[src/rtl/arc4_pkg.sv]
// Shared types for the ARC4 encryptor: byte type, top-level and swap-engine state encodings.
// Optional build macro ARC4_DROP_EN adds the keystream-discard default.
package arc4_pkg;

  typedef logic [7:0] byte_t;

  localparam int KEY_BYTES_DEF = 3;
`ifdef ARC4_DROP_EN
  localparam int DROP_N_DEF = 16;
`endif

  typedef enum logic [3:0] {
    ST_IDLE,
    ST_INIT,
    ST_KSA,
    ST_LEN_RD,
    ST_LEN_WR,
    ST_DROP,
    ST_PRGA_SWAP,
    ST_PRGA_RD,
    ST_PRGA_WR,
    ST_DONE
  } state_e;

  typedef enum logic [2:0] {
    SW_IDLE,
    SW_RD_I,
    SW_WAIT_I,
    SW_RD_J,
    SW_WAIT_J,
    SW_WR_I,
    SW_WR_J
  } swap_state_e;

endpackage

[src/rtl/arc4_swap.sv]
// Read-read-write-write swap of S[a] and S[b] on a single-port S RAM, where
// b = jbase + addend + S[a]; returns the pre-swap S[a], S[b] and the new index b.
module arc4_swap
  import arc4_pkg::*;
(
  input  logic  clk,
  input  logic  rst,
  input  logic  start_i,
  input  byte_t a_i,
  input  byte_t jbase_i,
  input  byte_t addend_i,
  input  byte_t s_rddata_i,
  output byte_t s_addr_o,
  output byte_t s_wrdata_o,
  output logic  s_wren_o,
  output logic  busy_o,
  output logic  done_o,
  output byte_t si_o,
  output byte_t sj_o,
  output byte_t b_o
);

  swap_state_e state_q, state_d;
  byte_t a_q, a_d;
  byte_t jb_q, jb_d;
  byte_t b_q, b_d;
  byte_t si_q, si_d;
  byte_t sj_q, sj_d;

  always_ff @(posedge clk) begin
    if (rst) begin
      state_q <= SW_IDLE;
    end else begin
      state_q <= state_d;
    end
    a_q  <= a_d;
    jb_q <= jb_d;
    b_q  <= b_d;
    si_q <= si_d;
    sj_q <= sj_d;
  end

  always_comb begin
    state_d    = state_q;
    a_d        = a_q;
    jb_d       = jb_q;
    b_d        = b_q;
    si_d       = si_q;
    sj_d       = sj_q;
    s_addr_o   = '0;
    s_wrdata_o = '0;
    s_wren_o   = 1'b0;
    done_o     = 1'b0;
    busy_o     = (state_q != SW_IDLE);
    case (state_q)
      SW_IDLE: begin
        if (start_i) begin
          a_d     = a_i;
          jb_d    = jbase_i + addend_i;
          state_d = SW_RD_I;
        end
      end
      SW_RD_I: begin
        s_addr_o = a_q;
        state_d  = SW_WAIT_I;
      end
      SW_WAIT_I: begin
        si_d    = s_rddata_i;
        b_d     = jb_q + s_rddata_i;
        state_d = SW_RD_J;
      end
      SW_RD_J: begin
        s_addr_o = b_q;
        state_d  = SW_WAIT_J;
      end
      SW_WAIT_J: begin
        sj_d    = s_rddata_i;
        state_d = SW_WR_I;
      end
      // When a == b both writes carry the same byte, so S[a] is left unchanged.
      SW_WR_I: begin
        s_addr_o   = a_q;
        s_wrdata_o = sj_q;
        s_wren_o   = 1'b1;
        state_d    = SW_WR_J;
      end
      SW_WR_J: begin
        s_addr_o   = b_q;
        s_wrdata_o = si_q;
        s_wren_o   = 1'b1;
        done_o     = 1'b1;
        state_d    = SW_IDLE;
      end
      default: state_d = SW_IDLE;
    endcase
  end

  assign si_o = si_q;
  assign sj_o = sj_q;
  assign b_o  = b_q;

endmodule

[src/rtl/arc4_encrypt.sv]
// ARC4 encryptor: INIT, KSA, length copy, optional keystream discard (ARC4_DROP_EN), PRGA.
// Streams a length-prefixed plaintext from the pt RAM into a length-prefixed ct image.
module arc4_encrypt
  import arc4_pkg::*;
#(
  parameter int KEY_BYTES = KEY_BYTES_DEF
`ifdef ARC4_DROP_EN
  , parameter int DROP_N = DROP_N_DEF
`endif
) (
  input  logic                   clk,
  input  logic                   rst,
  input  logic                   en,
  output logic                   rdy,
  input  logic [8*KEY_BYTES-1:0] key,
  output byte_t                  s_addr,
  input  byte_t                  s_rddata,
  output byte_t                  s_wrdata,
  output logic                   s_wren,
  output byte_t                  pt_addr,
  input  byte_t                  pt_rddata,
  output byte_t                  ct_addr,
  output byte_t                  ct_wrdata,
  output logic                   ct_wren
);

  function automatic byte_t key_byte(input logic [8*KEY_BYTES-1:0] kv, input byte_t idx);
    byte_t r;
    r = '0;
    for (int n = 0; n < KEY_BYTES; n++) begin
      if (idx == byte_t'(n)) r = kv[8*(KEY_BYTES-1-n) +: 8];
    end
    return r;
  endfunction

  state_e state_q, state_d;
  byte_t  i_q, i_d;
  byte_t  j_q, j_d;
  byte_t  k_q, k_d;
  byte_t  kidx_q, kidx_d;
  byte_t  len_q, len_d;
  byte_t  t_q, t_d;
  logic [8*KEY_BYTES-1:0] key_q, key_d;
`ifdef ARC4_DROP_EN
  logic [15:0] cnt_q, cnt_d;
`endif

  byte_t top_s_addr, top_s_wrdata;
  logic  top_s_wren;
  logic  sw_start, sw_busy, sw_done, sw_wren;
  byte_t sw_a, sw_add, sw_addr, sw_wrdata, sw_si, sw_sj, sw_b;

  // KSA swaps S[i] with key mixing; DROP/PRGA pre-increment i and add no key.
  assign sw_a   = (state_q == ST_KSA) ? i_q : i_q + 8'd1;
  assign sw_add = (state_q == ST_KSA) ? key_byte(key_q, kidx_q) : 8'd0;

  arc4_swap u_swap (
    .clk        (clk),
    .rst        (rst),
    .start_i    (sw_start),
    .a_i        (sw_a),
    .jbase_i    (j_q),
    .addend_i   (sw_add),
    .s_rddata_i (s_rddata),
    .s_addr_o   (sw_addr),
    .s_wrdata_o (sw_wrdata),
    .s_wren_o   (sw_wren),
    .busy_o     (sw_busy),
    .done_o     (sw_done),
    .si_o       (sw_si),
    .sj_o       (sw_sj),
    .b_o        (sw_b)
  );

  assign s_addr   = sw_busy ? sw_addr   : top_s_addr;
  assign s_wrdata = sw_busy ? sw_wrdata : top_s_wrdata;
  assign s_wren   = sw_busy ? sw_wren   : top_s_wren;

  always_ff @(posedge clk) begin
    if (rst) begin
      state_q <= ST_IDLE;
      i_q     <= '0;
      j_q     <= '0;
      k_q     <= '0;
      kidx_q  <= '0;
`ifdef ARC4_DROP_EN
      cnt_q   <= '0;
`endif
    end else begin
      state_q <= state_d;
      i_q     <= i_d;
      j_q     <= j_d;
      k_q     <= k_d;
      kidx_q  <= kidx_d;
`ifdef ARC4_DROP_EN
      cnt_q   <= cnt_d;
`endif
    end
    key_q <= key_d;
    len_q <= len_d;
    t_q   <= t_d;
  end

  always_comb begin
    state_d      = state_q;
    i_d          = i_q;
    j_d          = j_q;
    k_d          = k_q;
    kidx_d       = kidx_q;
    key_d        = key_q;
    len_d        = len_q;
    t_d          = t_q;
`ifdef ARC4_DROP_EN
    cnt_d        = cnt_q;
`endif
    rdy          = 1'b0;
    sw_start     = 1'b0;
    top_s_addr   = '0;
    top_s_wrdata = '0;
    top_s_wren   = 1'b0;
    pt_addr      = '0;
    ct_addr      = '0;
    ct_wrdata    = '0;
    ct_wren      = 1'b0;
    case (state_q)
      ST_IDLE, ST_DONE: begin
        rdy     = 1'b1;
        state_d = ST_IDLE;
        if (en) begin
          key_d   = key;
          i_d     = '0;
          j_d     = '0;
          k_d     = '0;
          state_d = ST_INIT;
        end
      end
      ST_INIT: begin
        top_s_addr   = i_q;
        top_s_wrdata = i_q;
        top_s_wren   = 1'b1;
        i_d          = i_q + 8'd1;
        if (i_q == 8'hFF) begin
          j_d     = '0;
          kidx_d  = '0;
          state_d = ST_KSA;
        end
      end
      ST_KSA: begin
        sw_start = 1'b1;
        if (sw_done) begin
          i_d    = i_q + 8'd1;
          j_d    = sw_b;
          kidx_d = (kidx_q == byte_t'(KEY_BYTES-1)) ? 8'd0 : kidx_q + 8'd1;
          if (i_q == 8'hFF) state_d = ST_LEN_RD;
        end
      end
      ST_LEN_RD: begin
        pt_addr = '0;
        state_d = ST_LEN_WR;
      end
      ST_LEN_WR: begin
        ct_addr   = '0;
        ct_wrdata = pt_rddata;
        ct_wren   = 1'b1;
        len_d     = pt_rddata;
        i_d       = '0;
        j_d       = '0;
        k_d       = 8'd1;
        if (pt_rddata == 8'd0) begin
          state_d = ST_DONE;
        end else begin
`ifdef ARC4_DROP_EN
          cnt_d   = '0;
          state_d = ST_DROP;
`else
          state_d = ST_PRGA_SWAP;
`endif
        end
      end
`ifdef ARC4_DROP_EN
      ST_DROP: begin
        sw_start = 1'b1;
        if (sw_done) begin
          i_d   = i_q + 8'd1;
          j_d   = sw_b;
          cnt_d = cnt_q + 16'd1;
          if (cnt_q == 16'(DROP_N - 1)) state_d = ST_PRGA_SWAP;
        end
      end
`endif
      // Post-swap S[i]+S[j] equals the sum of the two pre-swap bytes.
      ST_PRGA_SWAP: begin
        sw_start = 1'b1;
        if (sw_done) begin
          i_d     = i_q + 8'd1;
          j_d     = sw_b;
          t_d     = sw_si + sw_sj;
          state_d = ST_PRGA_RD;
        end
      end
      ST_PRGA_RD: begin
        top_s_addr = t_q;
        pt_addr    = k_q;
        state_d    = ST_PRGA_WR;
      end
      ST_PRGA_WR: begin
        ct_addr   = k_q;
        ct_wrdata = pt_rddata ^ s_rddata;
        ct_wren   = 1'b1;
        if (k_q == len_q) begin
          state_d = ST_DONE;
        end else begin
          k_d     = k_q + 8'd1;
          state_d = ST_PRGA_SWAP;
        end
      end
      default: state_d = ST_IDLE;
    endcase
  end

endmodule

[config.mk]
export PLATFORM = sky130hd
export DESIGN_NAME = arc4_encrypt
export DESIGN_NICKNAME = d
export VERILOG_FILES = /design/src/rtl/arc4_pkg.sv /design/src/rtl/arc4_swap.sv /design/src/rtl/arc4_encrypt.sv
export SDC_FILE = /design/constraint.sdc
export NUM_CORES = 1
export LEC_CHECK = 0
export ABC_CLOCK_PERIOD_IN_PS = 8700
export CAP_MARGIN = 30
export CORE_MARGIN = 2
export CORE_UTILIZATION = 47
export CTS_CLUSTER_DIAMETER = 150
export CTS_CLUSTER_SIZE = 12
export DETAILED_ROUTE_END_ITERATION = 12
export PLACE_DENSITY_LB_ADDON = 0.12
export SLEW_MARGIN = 25
export SYNTH_ARGS = -nofsm -noshare
export SYNTH_HDL_FRONTEND = slang
export SYNTH_SLANG_ARGS = --single-unit
[constraint.sdc]
create_clock -name clk -period 8.7 [get_ports clk]
set_input_delay 2.175 -clock clk [delete_from_list [all_inputs] [get_ports clk]]
set_output_delay 2.175 -clock clk [all_outputs]
set_load 0.02 [all_outputs]
# Yosys cells after proc, flatten, opt, wreduce, memory -nomap -nowiden
# Index checks and enable logic that the tools add are counted.
# word_totals
ff_bits	119
# classes
add_sub_neg	6
n_eq_ne	26
muxes	42
bitwise	1
reduce_logical	22
# op_table
cell	n
2-to-1 mux 8 bit	17
case mux 8 bit (2 select lines)	5
case mux 8 bit (4 select lines)	2
case mux 4 bit (8 select lines)	1
adder 8 x 1 -> 8 bit, second input constant	3
adder 8 bit	3
2-to-1 mux 4 bit	6
case mux 8 bit (3 select lines)	1
case mux 3 bit (6 select lines)	1
logical NOT 8 bit	2
== test 4 x 3 -> 1 bit, second input constant	3
!= test 2 bit, second input constant	6
OR reduction 2 bit	6
== test 3 bit, second input constant	3
AND reduction 3 bit	3
== test 4 x 2 -> 1 bit, second input constant	2
== test 4 bit, second input constant	2
== test 8 x 1 -> 1 bit, second input constant	1
== test 8 x 2 -> 1 bit, second input constant	1
== test 8 bit	1
== test 8 bit, second input constant	1
2-to-1 mux 1 bit	8
AND reduction 4 bit	2
XOR 8 bit	1
11 further kinds	16

# Logic depth before layout (Yosys ltp)
# Gate-level depths: netlist (run 1).
# logic_depth
word_depth	6
mapped_depth	14
depth_no_buf	13

# Hierarchy
# From an unflattened synthesis (run 1), not the netlist that was laid out.
# unflattened
hier_cells	691
hier_area_um2	6769.0
# by_module_without_submodules
mod	instances	cells_per_inst	area_each_um2
arc4_encrypt	1	518	4590.7
arc4_swap	1	173	2178.3

# Worst setup path after synthesis (run 1)
# Ideal clock, no wire load.
# synth_path
path_type	input-to-output
from	in s_rddata[1]
to	out ct_wrdata[1]
t_arrival_ns	2.811
t_required_ns	6.525
slack_ns	3.714
stages	2
n_path_buf	0
path_cell_list	inv_1 o31ai_1
# synth_between
elab_chain_len	2
# synth_lines
element	line_no	text
from (decl)	arc4_encrypt.sv:17	input byte_t s_rddata,
XOR 8 bit	arc4_encrypt.sv:208	ct_wrdata = pt_rddata ^ s_rddata;
case mux 8 bit (2 select lines)	arc4_encrypt.sv:125	case (state_q)
to (decl)	arc4_encrypt.sv:23	output byte_t ct_wrdata,
# Every way passes these cells.

# Worst setup path in the final report (run 1)
# Same ends and word-level chain as after synthesis.

==> metrics, run 1 <==
status finished clean; setup TNS after final layout 0 ps; first-iteration detailed-routing DRC count 498; post-route antenna net violation count 0; pin count of the biggest net entering global routing 38; number of unique standard cell types used by synthesis 63; Leakage 2.99 nW; final cell utilization of the core 59.0%; quantity of I/O buffers inserted on ports 85; total number of vias 5269; kind of end point of the critical path output pin; clock input transition at the sequential cells of the worst setup and hold paths 50 ps; largest fanout of any net on the critical path 5; number of gates resized after CTS 0; Post-Layout Cell Count 916; top flip-flop cell by instance count after synthesis edfxtp_1; number of buffers inserted by hold repair at cts 0; most prevalent standard cell on the critical path clkdlybuf4s50_1; maximum operating frequency 0.169 GHz; starting density of the core 47.7%; Final #Nets 796; Arrival @ worst endpoint 3750 ps; number of top-level design ports 86; ratio of routed vias to standard cells 5.75; Design Area, Final 0.00810 mm2; Setup violations, final 0; class of the most critical hold timing path reg2reg; growth of design area from synthesis to finish 23.7%; fraction of layout instances using a drive strength above 1 5.84%; number of cells traversed by the worst register-to-register path 11; Yosys Warn Count 0; via count of the first global-routing pass 4932; Final Cycle Share 68.1%; buffering stage count on the worst path with inverters included 3; GRT Residual Overflow 0; root cell of the clock tree clkbuf_16; pre-CTS worst setup slack 2760 ps; Gate Count Post-Synth 651; setup bufs post-CTS 0; Layout Skew 5.68 ps; leading area contributor after synthesis edfxtp_1; Filler Cell Count 1185; area of combinational cells with multiple inputs 0.00309 mm2; horizontal die dimension 122 um; unrepaired setup endpoints after global routing false; hold wc startpoint j_q[0]; largest buffer count on any clock path 2; number of enable flip-flop cells after synthesis 80; Critical Path, Cell by Cell clkdlybuf4s50_1, inv_1, o31ai_1, clkdlybuf4s50_1; number of hold violations in the final report 0; pwr dens 252 mW/mm2; detailed placer's ending HPWL 12.0 mm; mapped cell area 0.00654 mm2; library cell contributing the largest single delay on the critical path clkdlybuf4s50_1; post-synthesis sequential area ratio 48.6%; placement-stage cell area 0.00752 mm2; hold path endpoint j_q[0]; area share of the leading cell type in the synthesized netlist 36.7%; dominant cells by area after synthesis edfxtp_1 (37%), dfxtp_1 (12%), ha_1 (5.2%); number of register bits inferred by synthesis 119; number of standard-cell rows in the floorplan 43; highest cell delay on the worst timing path 660 ps; Detailed Route WL 16.1 mm; per-cell routed wire length 17.5 um; most frequent cell after synthesis edfxtp_1; diode insertion count for antenna repair 0; reg-to-reg endpoint u_swap.jb_q[6]; required time of the worst setup path 6530 ps; peak supply drop 0.156 mV; total iterations of the first detailed-routing run 9; setup slack of the critical path after layout 2780 ps; actual transition at the worst max-transition pin 869 ps; die outline area 0.0149 mm2; pins over their slew limit 0; Mapped Avg Cell Area 10.1 um2; family with the most delay on the worst path buffers and inverters; Mapped Nets 724; clk_lat worst skew 410 ps; total core area 0.0137 mm2; Sequential cell area 0.00318 mm2; startpoint types primary input; placed cell count 884; Critical Setup Path Class in2out; wire length of the first global-routing pass 25.3 mm; Max transition margin 41.6%; global routing usage summed across all routing layers 22.4%; height of the chip 122 um; share of flip-flops with an asynchronous set or reset 0%; CTS H-Tree Depth 4; reg-to-reg startpoint state_q[1]; Crit path depth 4; number of sinks handled by clock tree synthesis 119; max cap viols 0; final critical path time including I/O delays and setup 5920 ps; register-to-register path setup slack 4960 ps; gp weighted congestion 0.846; count of cells along the worst hold path 2; number of antenna violations at the first check in global routing 0; Post-synth top cells edfxtp_1 (80), nor2_1 (58), nand2_1 (50); number of buffers added by the clock tree synthesis step 17; DRC violations left 0; clock tree from TritonCTS built
==> cells in the final DEF, fill, tap and decap left out, types with 7 or more instances in the layout <==
| cell | Yosys | routed |
|---|---|---|
| edfxtp_1 | 80 | 80 |
| clkbuf_16 | 0 | 17 |
| inv_1 | 30 | 30 |
| clkdlybuf4s50_1 | 0 | 85 |
| o211a_1 | 7 | 7 |
| mux2i_1 | 9 | 9 |
| nor3_1 | 12 | 11 |
| ha_1 | 27 | 27 |
| nand3_1 | 16 | 16 |
| o21ai_0 | 48 | 48 |
| and3_1 | 14 | 14 |
| or3_1 | 7 | 7 |
| nor2_1 | 58 | 58 |
| xnor2_1 | 25 | 25 |
| a222oi_1 | 8 | 8 |
| and2_1 | 21 | 21 |
| nand2_1 | 50 | 50 |
| or4_1 | 10 | 10 |
| dfxtp_1 | 39 | 39 |
| a21oi_1 | 31 | 31 |
| nor2b_1 | 12 | 12 |
| o211ai_1 | 12 | 12 |
| a22oi_1 | 17 | 17 |
==> power by group <==
part	internal [mW]	switching, mW	leakage, nW
clock network	0.445	0.239	0.276
logic	0.228	0.327	1.66
registers	0.725	0.0744	1.05
total	1.40	0.640	2.99
==> tightest hold or removal path: stages, from the launching register on <==
cell	delay, ps
dfxtp_1	330
mux2i_1	70
nor2_1	80
==> per-layer routing <==
| metal | vias up | part of all wire [%] | track usage [%] |
|---|---|---|---|
| met5 | - | 0 | 0 |
| met4 | 0 | 1.8 | 8.41 |
| met3 | 25 | 5.1 | 4.54 |
| met2 | 158 | 52 | 38.5 |
| met1 | 2529 | 41 | 27.8 |
| li1 | 2557 | - | - |
==> per-stage QoR <==
step	power, mW	hold slack (ps)
floorplan	1.17	467
global placement	1.34	491
detailed placement	1.36	492
CTS	2.05	510
global route	2.14	548
finish	2.04	510
==> state kept, by name, indices dropped and copies added, names as in the netlist <==
register / cells
i_q: 8
j_q: 8
k_q: 8
key_q: 24
kidx_q: 8
len_q: 8
state_q: 4
t_q: 8
u_swap.a_q: 8
u_swap.b_o: 8
u_swap.jb_q: 8
u_swap.si_o: 8
u_swap.sj_o: 8
u_swap.state_q: 3
==> cell type report <==
class	instances	share of cell area [%]
well taps	180	2.78
repair buffers	92	11.3
clock buffers	21	5.44
clock inverters	11	1.64
multi-input cells	463	38.2
flip-flops and latches	119	39.3
inverters	30	1.39
==> cell families (layout without fill, tap and decap cells) <==
logic type	count (synthesis)	count (layout)	share of synthesized area [%]
XOR/XNOR	31	31	4.15
AND/OR/NAND/NOR	228	228	18.5
flip-flops	119	119	48.6
buffers and inverters	69	154	4.40
adder cells (fa/ha/maj)	30	30	6.08
multiplexers	10	10	1.55
AO/OA/AOI/OAI	164	164	16.7
==> worst max-delay path by stage <==
stage           startpoint           end  slack, ps
2_1_floorplan  s_rddata[1]  ct_wrdata[1]       3710
3_3_place_gp   s_rddata[1]  ct_wrdata[1]       2790
3_5_place_dp   s_rddata[1]  ct_wrdata[1]       2760
4_1_cts        s_rddata[1]  ct_wrdata[1]       2750
5_1_grt        s_rddata[4]  ct_wrdata[4]       2690
6_report       s_rddata[1]  ct_wrdata[1]       2780
Note: power is estimated with default switching activity, not from simulation.
==> run 2: changes to the inputs <==
Settings changed: ABC_CLOCK_PERIOD_IN_PS 8700 to 5100.
Clock period 8.7 ns to 5.1 ns, I/O delays scaled along.
==> run 2 against run 1 <==
Compared with the run above: die area unchanged; non-clock buffer count grew 2; setup slack got worse by 1900 ps; register-to-register slack got worse by 3700 ps; power up 70%; worst hold slack worse by 5.9 ps; wire length grew 2.4%; largest cell class unchanged.
==> metrics, run 2 (synthesis gave the netlist of run 1 again) <==
internal power 2.32 mW; clock group share of total power 32.6%; root cell of the clock tree clkbuf_16; per-cell routed wire length 17.9 um; hold wc startpoint j_q[3]; growth of design area from synthesis to finish 23.9%; final critical path time including I/O delays and setup 4260 ps; most flop-heavy register key_q; fraction of layout instances using a drive strength above 1 6.78%; gp weighted congestion 0.853; number of flip-flops in the largest register 24; post-route antenna net violation count 0; Leakage 2.99 nW; via count of the first global-routing pass 5097; peak supply drop 0.303 mV; clock input transition at the sequential cells of the worst setup and hold paths 50 ps; CTS H-Tree Depth 4; horizontal die dimension 122 um; Arrival @ worst endpoint 2990 ps; number of buffers added by the clock tree synthesis step 17; number of gates resized after CTS 0; required time of the worst setup path 3830 ps; status finished clean; largest buffer count on any clock path 2; smallest hold slack 504 ps; diode insertion count for antenna repair 0; pwr dens 427 mW/mm2; final cell utilization of the core 59.1%; power after layout 3.46 mW; ratio of routed vias to standard cells 5.83; Detailed Route WL 16.5 mm; Filler Cell Count 1173; die outline area 0.0149 mm2; clk_lat worst skew 410 ps; switching power as a share of total power 33.1%; quantity of I/O buffers inserted on ports 85; global routing usage summed across all routing layers 22.8%; actual transition at the worst max-transition pin 898 ps; Max transition margin 40.0%; total core area 0.0137 mm2; clock tree from TritonCTS built; top library cells by usage in the layout, fill and taps aside clkdlybuf4s50_1 (85), edfxtp_1 (80), nor2_1 (58); share of power burned in registers 39.4%; class of the most critical hold timing path reg2reg; commonest non-fill, non-tap cell in the layout clkdlybuf4s50_1; switching pwr 1.15 mW; number of buffers inserted by hold repair at cts 0; reg-to-reg startpoint state_q[1]; startpoint types flop; number of standard-cell rows in the floorplan 43; Layout Skew 6.90 ps; total number of vias 5350; number of top-level design ports 86; starting density of the core 47.7%; Final #Nets 798; number of sinks handled by clock tree synthesis 119; DRC violations left 0; number of hold violations in the final report 0; wire length of the first global-routing pass 25.8 mm; largest fanout of any net on the critical path 13; setup bufs post-CTS 0; maximum operating frequency 0.235 GHz; proportion of power drawn by combinational gates 28.0%; first-iteration detailed-routing DRC count 497; total iterations of the first detailed-routing run 5; height of the chip 122 um; detailed placer's ending HPWL 12.1 mm; kind of end point of the critical path output pin; number of antenna violations at the first check in global routing 0; Final Cycle Share 83.6%; GRT Residual Overflow 0; Setup violations, final 0; pins over their slew limit 0; unrepaired setup endpoints after global routing false; max cap viols 0; setup TNS after final layout 0 ps; pin count of the biggest net entering global routing 22; Critical Setup Path Class reg2out; CP startpoint state_q[0]
-- run 2: layout make-up --
cell class	count	area [um2]	area share, %
well taps	180	225	2.78
clock inverters	13	125	1.54
repair buffers	94	926	11.4
flip-flops and latches	119	3180	39.3
clock buffers	19	443	5.46
inverters	30	113	1.39
multi-input cells	463	3090	38.1
-- run 2: metrics by stage --
step           area (um2)  cells  setup slack (ps)
6_report             8110    918               836
5_1_grt              8110    918               566
4_1_cts              8100    918               869
3_5_place_dp         7530    886               945
3_3_place_gp         7520    885               991
2_1_floorplan        6540    651              1840
-- run 2: power by group through the flow --
stage          sequential [mW]  combinational, mW  clock, mW
2_1_floorplan             1.30              0.691          0
3_5_place_dp              1.38              0.958          0
3_3_place_gp              1.38              0.918          0
4_1_cts                   1.36              0.965       1.15
5_1_grt                   1.38               1.06       1.19
6_report                  1.36              0.968       1.13
-- run 2: worst max-delay path: stages (launching register included) --
cell and delay [ps]:
dfxtp_1 560, nor2b_1 390, nand3_1 150, nor3_1 170, buf_4 190, a22oi_1 70
o21ai_0 360, clkdlybuf4s50_1 680
-- run 2: metal layers --
metal / global-route usage (%) / routed length, um
met5: 0 / 0
met3: 5.48 / 837
met4: 9.34 / 480
met1: 27.9 / 6820
met2: 38.6 / 8320
-- run 2: path summary, 6_finish.rpt --
check,endpoint,slack (ps),cells after the start
setup reg to reg,u_swap.jb_q[6],1280,11
hold reg to reg,j_q[3],500,2
hold / removal,j_q[3],500,2
setup / recovery,s_addr[0],840,7
==> run 3: changes to the inputs <==
Settings changed: ABC_CLOCK_PERIOD_IN_PS 5100 to 4100.
Clock period 5.1 ns to 4.1 ns, I/O delays scaled along.
==> run 3 against run 2 <==
Compared with the run above: non-clock buffer count is 7 higher; clock skew up 0.53 ps; first-iteration DRC count decreased by 4.6%; global-route usage is 0.10 points higher; via count decreased by 1.8%.
==> metrics, run 3 (synthesis gave the netlist of run 1 again) <==
unrepaired setup endpoints after global routing false; number of hold violations in the final report 0; class of the most critical hold timing path reg2reg; startpoint types flop; top library cells by usage in the layout, fill and taps aside clkdlybuf4s50_1 (85), edfxtp_1 (80), nor2_1 (58); pre-CTS worst setup slack 468 ps; number of sinks handled by clock tree synthesis 119; Final Cycle Share 95.0%; required time of the worst setup path 3070 ps; number of standard-cell rows in the floorplan 43; Final #Nets 805; starting density of the core 47.7%; Arrival @ worst endpoint 2870 ps; post-route antenna net violation count 0; first-iteration detailed-routing DRC count 474; per-cell routed wire length 17.5 um; number of flip-flops in the largest register 24; setup TNS after final layout 0 ps; DRC violations left 0; total number of vias 5256; horizontal die dimension 122 um; quantity of I/O buffers inserted on ports 85; smallest hold slack 503 ps; Critical Setup Path Class reg2out; number of top-level design ports 86; highest cell delay on the worst timing path 660 ps; fraction of layout instances using a drive strength above 1 7.52%; clock input transition at the sequential cells of the worst setup and hold paths 60 ps; total iterations of the first detailed-routing run 10; wire length of the first global-routing pass 26.0 mm; diode insertion count for antenna repair 0; total core area 0.0137 mm2; actual transition at the worst max-transition pin 810 ps; setup slack of the critical path after layout 207 ps; register-to-register path setup slack 510 ps; maximum operating frequency 0.257 GHz; root cell of the clock tree clkbuf_16; GRT Residual Overflow 0; library cell contributing the largest single delay on the critical path clkdlybuf4s50_1; power after layout 4.23 mW; pin count of the biggest net entering global routing 25; die outline area 0.0149 mm2; final critical path time including I/O delays and setup 3890 ps; status finished clean; gp weighted congestion 0.901; global routing usage summed across all routing layers 22.9%; clk_lat worst skew 420 ps; detailed placer's ending HPWL 12.1 mm; number of buffers inserted by hold repair at cts 0; Setup violations, final 0; clock tree from TritonCTS built; Layout Skew 7.43 ps; most flop-heavy register key_q; Critical Path, Cell by Cell nor2b_2, nand2_1, nor4_2, buf_4, a22oi_1, o21ai_0, clkdlybuf4s50_1; kind of end point of the critical path output pin; growth of design area from synthesis to finish 23.9%; ratio of routed vias to standard cells 5.68; Max transition margin 45.8%; height of the chip 122 um; max cap viols 0; largest fanout of any net on the critical path 17; Leakage 3.01 nW; pwr dens 521 mW/mm2; pins over their slew limit 0; number of antenna violations at the first check in global routing 0; peak supply drop 0.311 mV; Detailed Route WL 16.2 mm; commonest non-fill, non-tap cell in the layout clkdlybuf4s50_1; number of buffers added by the clock tree synthesis step 17; largest buffer count on any clock path 2; CTS H-Tree Depth 4; via count of the first global-routing pass 4993
run 3: report_power, final:
part	internal [mW]	switching, mW	leakage (nW)
clock	0.782	0.547	0.252
combinational	0.503	0.720	1.70
sequential	1.54	0.136	1.05
total	2.82	1.40	3.01
run 3: layer usage:
metal / GRT usage [%] / routed length, um / vias to the layer above
met3: 4.54 / 687 / 25
li1: - / - / 2558
met5: 0 / 0 / -
met1: 29.1 / 6950 / 2543
met4: 8.05 / 310 / 0
met2: 39.0 / 8260 / 130
run 3: final cells by class:
class,instances,area [um2]
repair buffers,101,971
multi-input cells,463,3090
flip-flops and latches,119,3180
well taps,180,225
clock buffers,20,447
clock inverters,12,81.3
fillers,1186,5610
inverters,30,113
run 3: per-stage QoR:
step	instance area [um2]	instances	utilization (%)
floorplan	6540	651	-
global placement	7580	893	55.2
detailed placement	7580	893	55.2
CTS	8100	925	59.1
global route	8110	925	59.1
finish	8110	925	59.1
run 3: timing repair:
| action | CTS | global route |
|---|---|---|
| buffers inserted | 0 | 0 |
| setup endpoints to repair | 0 | 16 |
| gates resized for setup | 0 | 1 |
run 3: worst paths after layout:
check | start | to | depth (start not counted)
setup / recovery | state_q[0] | s_addr[2] | 7
hold / removal | j_q[2] | j_q[2] | 2
setup reg to reg | state_q[3] | u_swap.jb_q[6] | 12
hold reg to reg | j_q[2] | j_q[2] | 2
run 3: worst max-delay path, delay by kind of cell, from the launching register on:
family	cells	cell delay [ps]
flops	1	560
simple gates	3	670
buf+inv	2	930
compound gates	2	270
